--- src/rtl/seq_det_ctrl.sv ---
// Word-level controller for a serial pattern detector.
// Scans each accepted word MSB-first, one bit per clock, and returns count + hit mask.
module seq_det_ctrl #(
  parameter int                   WORD_W  = 8,
  parameter int                   PAT_LEN = 4,
  parameter logic [PAT_LEN-1:0]   PATTERN = 4'b1101,
  parameter int                   CNT_W   = 4
) (
  input  logic              clk,
  input  logic              rst,
  input  logic              in_valid,
  output logic              in_ready,
  input  logic [WORD_W-1:0] in_data,
  input  logic              overlap,
  input  logic              carry,
  output logic              out_valid,
  input  logic              out_ready,
  output logic [CNT_W-1:0]  out_count,
  output logic [WORD_W-1:0] out_hit_mask
);

  localparam int IDX_W  = $clog2(WORD_W);
  localparam int FILL_W = $clog2(PAT_LEN);
  localparam logic [FILL_W-1:0] FILL_MAX = FILL_W'(PAT_LEN - 1);
  localparam logic [IDX_W-1:0]  IDX_TOP  = IDX_W'(WORD_W - 1);

  typedef enum logic [1:0] {
    S_IDLE  = 2'd0,
    S_SHIFT = 2'd1,
    S_DONE  = 2'd2
  } state_t;

  state_t              r_state;
  state_t              w_next;
  logic                r_valid;
  logic [WORD_W-1:0]   r_word;
  logic                r_ovl;
  logic [IDX_W-1:0]    r_idx;
  logic [PAT_LEN-2:0]  r_hist;
  logic [FILL_W-1:0]   r_fill;
  logic [CNT_W-1:0]    r_count;
  logic [WORD_W-1:0]   r_mask;

  logic                w_bit;
  logic [PAT_LEN-1:0]  w_window;
  logic                w_match;
  logic                w_accept;

  assign w_accept = in_valid && (r_state == S_IDLE);
  assign w_bit    = r_word[r_idx];
  assign w_window = {r_hist, w_bit};
  assign w_match  = (r_state == S_SHIFT) &&
                    (w_window == PATTERN) &&
                    (r_fill >= FILL_MAX);

  always_ff @(posedge clk) begin
    if (!rst) begin
      r_state <= S_IDLE;
      r_valid <= 1'b0;
    end else begin
      r_state <= w_next;
      r_valid <= (w_next == S_DONE);
    end
  end

  always_comb begin
    w_next = r_state;
    unique case (r_state)
      S_IDLE:  if (in_valid) w_next = S_SHIFT;
      S_SHIFT: if (r_idx == '0) w_next = S_DONE;
      S_DONE:  if (out_ready) w_next = S_IDLE;
      default: w_next = S_IDLE;
    endcase
  end

  always_comb begin
    in_ready     = (r_state == S_IDLE);
    out_valid    = r_valid;
    out_count    = r_count;
    out_hit_mask = r_mask;
  end

  always_ff @(posedge clk) begin
    if (!rst) begin
      r_word  <= '0;
      r_ovl   <= 1'b0;
      r_idx   <= '0;
      r_hist  <= '0;
      r_fill  <= '0;
      r_count <= '0;
      r_mask  <= '0;
    end else if (w_accept) begin
      r_word  <= in_data;
      r_ovl   <= overlap;
      r_idx   <= IDX_TOP;
      r_count <= '0;
      r_mask  <= '0;
      if (!carry) begin
        r_hist <= '0;
        r_fill <= '0;
      end
    end else if (r_state == S_SHIFT) begin
      r_idx <= r_idx - IDX_W'(1);
      if (w_match) begin
        r_mask[r_idx] <= 1'b1;
        if (r_count != '1)
          r_count <= r_count + CNT_W'(1);
      end
      // Non-overlap: a match consumes all its bits.
      if (w_match && !r_ovl) begin
        r_hist <= '0;
        r_fill <= '0;
      end else begin
        r_hist <= w_window[PAT_LEN-2:0];
        if (r_fill != FILL_MAX)
          r_fill <= r_fill + FILL_W'(1);
      end
    end
  end

endmodule
--- config.mk ---
export PLATFORM = sky130hd
export DESIGN_NAME = seq_det_ctrl
export DESIGN_NICKNAME = d
export VERILOG_FILES = /design/src/rtl/seq_det_ctrl.sv
export SDC_FILE = /design/constraint.sdc
export NUM_CORES = 1
export LEC_CHECK = 0
export CORE_UTILIZATION = 45
export DETAILED_ROUTE_END_ITERATION = 10
export PLACE_DENSITY = 0.82
export SYNTH_ARGS = -nofsm -noshare
export SYNTH_HDL_FRONTEND = slang
export SYNTH_SLANG_ARGS = --single-unit
--- constraint.sdc ---
create_clock -name clk -period 1.6 [get_ports clk]
set_input_delay 0.32 -clock clk [delete_from_list [all_inputs] [get_ports clk]]
set_output_delay 0.32 -clock clk [all_outputs]
set_load 0.01 [all_outputs]
==> results of run 1 <==
==> cell usage after synthesis, drive strengths merged <==
| library cell | number | share of area (%) |
|---|---|---|
| o21a | 8 | 4.2 |
| a21boi | 9 | 4.7 |
| o41a | 1 | 0.78 |
| a22oi | 3 | 1.9 |
| and3 | 2 | 0.87 |
| nor2 | 8 | 2.1 |
| a21oi | 4 | 1.4 |
| nor4 | 7 | 3.0 |
| o211a | 1 | 0.69 |
| nand2 | 27 | 7.0 |
| o2111ai | 1 | 0.61 |
| inv | 4 | 1.0 |
| o31ai | 2 | 1.0 |
| a21o | 1 | 0.52 |
| buf | 3 | 1.5 |
| and2 | 2 | 0.87 |
| nand3 | 5 | 1.7 |
| nand3b | 1 | 0.52 |
| a31oi | 2 | 0.87 |
| ha | 4 | 3.5 |
| a211oi | 1 | 0.52 |
| o211ai | 1 | 0.52 |
| clkbuf | 7 | 1.8 |
| nand4 | 1 | 1.5 |
| o21ai | 5 | 1.7 |
| mux2i | 5 | 3.5 |
| nor3b | 2 | 1.4 |
| a32oi | 1 | 0.61 |
| nor2b | 8 | 3.5 |
| or3 | 2 | 0.87 |
| o21bai | 1 | 0.52 |
| nand4b | 1 | 0.61 |
| dfxtp | 32 | 44 |
==> where the power goes <==
group          total [mW]  switching (mW)  internal, mW
registers           0.881          0.0410         0.840
logic               0.440           0.243         0.197
clock network       0.601           0.274         0.327
==> routing by layer <==
layer	track usage (%)	vias up	part of all wire [%]	routed length [um]
met2	40.6	52	51	2100
met5	0	-	0	0
met3	7.03	9	5.4	222
li1	-	691	-	-
met4	9.52	0	1.7	70
met1	31.8	694	41	1690
==> registers in the layout, indices dropped and copies added, names as in the netlist <==
register and count:
r_ovl 1, r_state 2, out_hit_mask 8, r_word 8, out_valid 1, r_hist 3
out_count 4, r_fill 2, r_idx 3
==> worst paths after layout <==
| check | startpoint | to | slack [ns] | cells past startpoint |
|---|---|---|---|---|
| setup / recovery | r_fill[1] | out_hit_mask[2] | -0.22 | 8 |
| hold / removal | r_word[1] | r_word[1] | 0.47 | 2 |
| hold reg to reg | r_word[1] | r_word[1] | 0.47 | 2 |
| setup reg to reg | r_fill[1] | out_hit_mask[2] | -0.22 | 8 |
==> per-stage QoR <==
step	utilization, %	setup slack (ns)
6_report	73.0	-0.218
5_1_grt	73.0	-0.271
4_1_cts	69.3	-0.108
3_5_place_dp	61.7	-0.249
3_3_place_gp	61.7	-0.125
2_1_floorplan	-	-0.00600
==> cell type report <==
class                           instances  area, um2
Multi-Input combinational cell        117        898
Fill cell                             237        825
Sequential cell                        32        651
Timing Repair Buffer                   59        533
Tap cell                               44       55.1
Clock buffer                            6       41.3
Clock inverter                          2       35.0
Inverter                                4       15.0
==> critical path: stages (launching register included) <==
cell and delay, ns:
dfxtp_2 0.36, ha_4 0.14, nand4b_1 0.17, nor3b_4 0.26, buf_6 0.14, nand4_4 0.13, buf_4 0.22, nor4_4 0.19
o21a_1 0.16
==> logic make-up (layout without fill, tap and decap cells) <==
group	after synthesis	in the layout	synth area share [%]
multiplexers	5	5	3.46
AO/OA/AOI/OAI	41	41	20.5
adder cells (fa/ha/maj)	4	4	3.46
buffers and inverters	14	71	4.33
AND/OR/NAND/NOR	66	67	23.9
flip-flops	32	32	44.3
==> what timing repair did <==
item	in CTS	in global routing
setup endpoints to repair	20	21
buffers inserted	8	5
pin swaps	10	6
resized for setup	23	20
gates cloned	1	0
==> results.py, run 1 <==
metrics = {
    "pwr": {
        "power_density_nw_per_um2": 863,
        "max-vdd-ir-drop_v": 0.000578,
        "total_power_mw": 1.92,
        "leakage_nw": 0.918,
    },
    "synthesis": {
        "synth_warnings": 0,
        "syn-num-nets": 180,
        "synth-seq-cells": 32,
        "synth_cell_types": 36,
        "avgSynthCellArea_um2": 8.92,
        "netlist_area_um2": 1450,
        "yosysSeqAreaShare_pct": 44.3,
        "syn_inst": 162,
    },
    "timing": {
        "period_share_pct": 114,
        "hold-worst-slack_ns": 0.466,
        "hold_viol_final": 0,
        "setup_ws_ns": -0.218,
        "worst_pin_slew_ns": 0.304,
        "slew_viol_final": 0,
        "finalSetupViolations": 15,
        "rsz0062_at_grt": "true",
        "finalSetupTns_ns": -2.18,
        "min_period_ns": 1.82,
        "finClkSkew_ns": 0.00993,
        "fmaxAchievable_mhz": 550,
        "relSlewSlack_pct": 79.7,
    },
    "route": {
        "first_pass_iters": 4,
        "drt-initial-drc-count": 63,
        "dr_total_vias": 1446,
        "final_antenna_net_count": 0,
        "drc": 0,
        "drt_wl_total_um": 4080,
        "wl_per_cell_um": 15.5,
        "viasPerCell": 5.48,
    },
    "setup_path": {
        "crit_path_start_kind": "flop",
        "crit_fanout": 7,
        "required_ns": 1.89,
        "cp_data_arrival_time_ns": 2.11,
        "path_class": "flop to flop",
        "cp-end-kind": "flop",
    },
    "job": {
        "cap_violations": 0,
    },
    "cells_and_area": {
        "area_growth_pct": 54.2,
        "drive_gt1_share_pct": 31.4,
        "final_common_cell": "buf_4",
        "most-common-layout-cells": "buf_4 (29), nand2_1 (27), dfxtp_1 (24), clkdlybuf4s50_1 (21), a21boi_0 (9)",
        "fin_area_um2": 2230,
        "fin_nets": 237,
        "antenna_cells": 0,
        "layout.cells.non_filler": 264,
    },
    "die": {
        "rows": 20,
        "dieWidth_um": 58.7,
        "core_area_um2": 3050,
        "io-pin-count": 28,
        "initial_core_util_pct": 47.3,
        "die_area_um2": 3440,
        "die-height_um": 58.7,
    },
    "clocking": {
        "cts.path.max_buffers": 2,
        "cts_hold_buf": 0,
        "cts.clk_slew.worst_paths_ns": 0.10,
        "root_buffer": "clkbuf_4",
        "clock_latency_ns": 0.34,
        "cts_tree": "yes",
        "htree_num_levels": 2,
        "clock_sinks": 32,
        "cts_buffers": 5,
    },
    "run_status": {
        "outcome": "finished, violations left",
        "violations": "setup timing",
    },
    "global_routing": {
        "antenna_found_initial": 0,
        "track_usage_pct": 25.0,
        "grt_pass1_vias": 1400,
        "overflow": 0,
        "grt_max_degree": 19,
        "grt_pass1_wl_um": 6470,
    },
    "place": {
        "gp_congestion": 0.902,
        "dpl.hpwl_um": 2410,
        "placedInstanceArea_um2": 1880,
        "io_buffer_count": 27,
        "dp_cells": 244,
    },
    "hold_path": {
        "hold_path_class": "flop to flop",
    },
}
Power figures use the tool's default switching activity.
==> inputs of run 2 (changes only) <==
Settings changed: CORE_UTILIZATION 45 to 50, PLACE_DENSITY 0.82 to 0.85.
Clock period 1.6 ns to 2.3 ns, I/O delays scaled along.
==> run 2 against run 1 <==
Net effect: the run now ends clean; largest power group unchanged; hold slack better by 0.0022 ns; largest cell class unchanged; die area down 9.7%; clock skew down 0.0037 ns; critical endpoint is now out_count[0]; first-iteration DRC count down 33%; combinational power down 58%; non-clock buffer count down 31.
==> results.py, run 2 (synthesis results as in run 1) <==
metrics = {
    "run_status": {
        "outcome": "finished, final reports clean",
    },
    "place": {
        "gp_congestion": 0.852,
        "dp_cells": 211,
        "place_ws_ns": 0.302,
        "io_buffer_count": 27,
        "dpl.hpwl_um": 2200,
    },
    "route": {
        "wl_met3_um": 141,
        "dr_total_vias": 1256,
        "met1Wirelength_um": 1270,
        "drt_wl_total_um": 3010,
        "drc": 0,
        "final_antenna_net_count": 0,
        "first_pass_iters": 4,
        "wl_per_cell_um": 13.8,
        "drt-initial-drc-count": 42,
        "viasPerCell": 5.76,
        "wl_met2_um": 1530,
        "dr.max_layer_used": "met4",
    },
    "die": {
        "core_area_um2": 2760,
        "rows": 19,
        "initial_core_util_pct": 52.4,
        "die_area_um2": 3110,
        "die-height_um": 55.8,
        "dieWidth_um": 55.8,
        "io-pin-count": 28,
    },
    "setup_path": {
        "crit_path_start_kind": "flop",
        "max_stage_delay_ns": 0.42,
        "crit_chain": "ha_1 > nand4b_1 > nor3b_2 > nand4_4 > or3_1 > a21oi_1",
        "crit_fanout": 17,
        "critPathSlowestCell": "or3_1",
        "cp_data_arrival_time_ns": 2.26,
        "path_class": "flop to flop",
        "cp-end-kind": "flop",
        "worst-r2r-cell-count": 6,
        "required_ns": 2.56,
    },
    "timing": {
        "finClkSkew_ns": 0.00624,
        "slew_viol_final": 0,
        "fmaxAchievable_mhz": 502,
        "period_share_pct": 86.5,
        "hold_viol_final": 0,
        "relSlewSlack_pct": 65.3,
        "hold-worst-slack_ns": 0.468,
        "rsz0062_at_grt": "false",
        "min_period_ns": 1.99,
        "finalSetupTns_ns": 0,
        "finalSetupViolations": 0,
        "worst_pin_slew_ns": 0.520,
        "setup_ws_ns": 0.309,
    },
    "cells_and_area": {
        "most-common-layout-cells": "dfxtp_1 (32), nand2_1 (27), clkdlybuf4s50_1 (27), a21boi_0 (9)",
        "fin_nets": 205,
        "area_growth_pct": 21.8,
        "layout.cells.non_filler": 218,
        "final_common_cell": "dfxtp_1",
        "antenna_cells": 0,
        "drive_gt1_share_pct": 5.35,
        "fillers": 229,
    },
    "pwr": {
        "comb_power_share_pct": 17.0,
        "leakage_nw": 0.638,
        "swShare_pct": 28.8,
        "power_density_nw_per_um2": 623,
        "total_power_mw": 1.10,
        "clkPwrFrac_pct": 26.2,
        "max-vdd-ir-drop_v": 0.000511,
        "p_int_mw": 0.781,
        "pwr-share-seq_pct": 56.8,
        "power.switching_mw": 0.316,
    },
    "global_routing": {
        "grt_pass1_vias": 1209,
        "grt_max_degree": 24,
        "grt_pass1_wl_um": 5190,
        "overflow": 0,
        "track_usage_pct": 21.4,
        "antenna_found_initial": 0,
    },
    "clocking": {
        "clock_sinks": 32,
        "cts.clk_slew.worst_paths_ns": 0.09,
        "cts_resized": 0,
        "cts_buffers": 5,
        "clock_latency_ns": 0.33,
        "root_buffer": "clkbuf_4",
        "cts_tree": "yes",
        "post_cts_buffers": 0,
        "cts.path.max_buffers": 2,
        "htree_num_levels": 2,
        "cts_hold_buf": 0,
    },
    "hold_path": {
        "hold_path_class": "flop to flop",
        "min_path_cells": 2,
    },
    "job": {
        "cap_violations": 0,
    },
}
## run 2: through the flow
| stage | utilization (%) | area (um2) |
|---|---|---|
| finish | 63.8 | 1760 |
| global route | 63.8 | 1760 |
| global placement | 62.2 | 1710 |
| CTS | 63.8 | 1760 |
| detailed placement | 62.2 | 1710 |
| floorplan | - | 1450 |
## run 2: routing by layer
metal  GRT usage (%)  vias to the layer above
met2            35.3                       40
met1            25.1                      585
li1                -                      622
met3            7.91                        9
met4            8.93                        0
met5               0                        -
## run 2: cell type report
class	instances	area, um2	area share, %
multi-input cells	116	742	42.1
flip-flops and latches	32	641	36.4
inverters	4	15.0	0.853
clock buffers	6	41.3	2.35
clock inverters	1	5.00	0.284
well taps	31	38.8	2.20
repair buffers	28	278	15.8
## run 2: final timing paths
kind / to / slack, ns / from
worst min register to register: r_word[1] / 0.47 / r_word[1]
worst max-delay path: out_count[0] / 0.31 / r_fill[0]
worst max register to register: out_count[0] / 0.31 / r_fill[0]
worst min-delay path: r_word[1] / 0.47 / r_word[1]
## run 2: power groups by stage
stage          combinational, mW  clock [mW]  sequential (mW)
2_1_floorplan              0.151           0            0.611
3_3_place_gp               0.179           0            0.632
6_report                   0.187       0.287            0.623
4_1_cts                    0.186       0.296            0.621
3_5_place_dp               0.186           0            0.635
5_1_grt                    0.208       0.327            0.628
## run 2: critical path, delay by kind of cell, from the launching register on
family          cells  cell delay [ns]
simple gates        4             1.20
flops               1             0.36
fa+ha+maj           1             0.21
compound gates      1             0.15
==> inputs of run 3 (changes only) <==
Settings changed: CAP_MARGIN from default to 30, REMOVE_ABC_BUFFERS from default to 1.
==> run 3 against run 2 <==
Net effect: non-clock buffer count stayed put; register-to-register slack about the same; combinational power about the same; flip-flop and latch count stayed put; sequential share of layout area decreased by 0.26 points; critical path type unchanged.
==> results.py, run 3 (synthesis results as in run 1) <==
metrics = {
    "run_status": {
        "outcome": "finished, final reports clean",
    },
    "clocking": {
        "cts_hold_buf": 0,
        "post_cts_buffers": 0,
        "htree_num_levels": 2,
        "cts_buffers": 5,
        "cts_tree": "yes",
        "clock_sinks": 32,
        "root_buffer": "clkbuf_4",
        "clock_latency_ns": 0.33,
        "cts_resized": 0,
        "cts.clk_slew.worst_paths_ns": 0.10,
        "cts.path.max_buffers": 2,
    },
    "die": {
        "rows": 19,
        "core_area_um2": 2760,
        "initial_core_util_pct": 52.4,
        "io-pin-count": 28,
        "dieWidth_um": 55.8,
        "die_area_um2": 3110,
        "die-height_um": 55.8,
    },
    "cells_and_area": {
        "area_growth_pct": 22.7,
        "regArea_um2": 641,
        "final_common_cell": "dfxtp_1",
        "fin_area_um2": 1770,
        "fin_nets": 205,
        "fillers": 241,
        "drive_gt1_share_pct": 5.32,
        "most-common-layout-cells": "dfxtp_1 (32), nand2_1 (27), clkdlybuf4s50_1 (27), a21boi_0 (9)",
        "multi_input_area_um2": 742,
        "antenna_cells": 0,
    },
    "setup_path": {
        "crit_path_start_kind": "flop",
        "critPathSlowestCell": "or3_1",
        "max_stage_delay_ns": 0.41,
        "cp-end-kind": "flop",
        "required_ns": 2.57,
        "crit_fanout": 17,
        "path_class": "flop to flop",
        "crit_chain": "ha_1 > nand4b_1 > nor3b_2 > nand4_4 > or3_1 > a21oi_1",
        "cp_data_arrival_time_ns": 2.26,
    },
    "hold_path": {
        "hold_path_class": "flop to flop",
    },
    "route": {
        "first_pass_iters": 4,
        "drc": 0,
        "final_antenna_net_count": 0,
        "dr_total_vias": 1266,
        "viasPerCell": 5.78,
        "wl_per_cell_um": 14.3,
        "drt-initial-drc-count": 67,
        "drt_wl_total_um": 3140,
    },
    "pwr": {
        "max-vdd-ir-drop_v": 0.000502,
        "power_density_nw_per_um2": 644,
        "leakage_nw": 0.642,
        "total_power_mw": 1.14,
    },
    "global_routing": {
        "grt_max_degree": 24,
        "grt_pass1_vias": 1226,
        "grt_pass1_wl_um": 5420,
        "track_usage_pct": 22.6,
        "antenna_found_initial": 0,
        "overflow": 0,
    },
    "place": {
        "io_buffer_count": 27,
        "gp_congestion": 0.758,
        "placedInstanceArea_um2": 1710,
        "place_ws_ns": 0.290,
        "dpl.hpwl_um": 2280,
    },
    "timing": {
        "finalSetupViolations": 0,
        "finalSetupTns_ns": 0,
        "period_share_pct": 86.7,
        "relSlewSlack_pct": 66.7,
        "rsz0062_at_grt": "false",
        "hold_viol_final": 0,
        "fmaxAchievable_mhz": 501,
        "min_period_ns": 1.99,
        "worst_pin_slew_ns": 0.498,
        "finClkSkew_ns": 0.0115,
        "slew_viol_final": 0,
        "setup_ws_ns": 0.305,
    },
    "job": {
        "cap_violations": 0,
    },
}
## run 3: final timing paths
check,startpoint,end,slack (ns),depth (start not counted)
hold reg to reg,out_hit_mask[1],out_hit_mask[1],0.47,1
setup / recovery,r_fill[0],out_count[0],0.31,6
hold / removal,out_hit_mask[1],out_hit_mask[1],0.47,1
setup reg to reg,r_fill[0],out_count[0],0.31,6
## run 3: area by class of cell
cell class                      instances  share of cell area, %
Inverter                                4                  0.847
Tap cell                               31                   2.19
Multi-Input combinational cell        116                   41.8
Clock buffer                            8                   3.32
Sequential cell                        32                   36.1
Timing Repair Buffer                   28                   15.7
## run 3: through the flow
stage               cells  hold slack (ns)  util (%)
floorplan             152            0.434         -
global placement      211            0.449      62.2
detailed placement    211            0.456      62.2
CTS                   219            0.478      64.3
global route          219            0.490      64.3
finish                219            0.472      64.3
## run 3: power by group
part / internal, mW / total, mW / switching [mW]
clock: 0.151 / 0.331 / 0.180
sequential: 0.583 / 0.622 / 0.0394
combinational: 0.0849 / 0.188 / 0.103
total: 0.819 / 1.14 / 0.323
## run 3: metal layers
layer / track usage [%] / wire [um] / part of all wire (%)
met4: 11.1 / 54 / 1.7
met5: 0 / 0 / 0
met2: 38.2 / 1610 / 51
met3: 7.67 / 169 / 5.4
met1: 25.4 / 1310 / 42
## run 3: worst max-delay path, delay by kind of cell, from the launching register on
kind / cells / cell delay [ns]
adder cells (fa/ha/maj): 1 / 0.21
AND/OR/NAND/NOR: 4 / 1.18
flip-flops: 1 / 0.37
AO/OA/AOI/OAI: 1 / 0.15
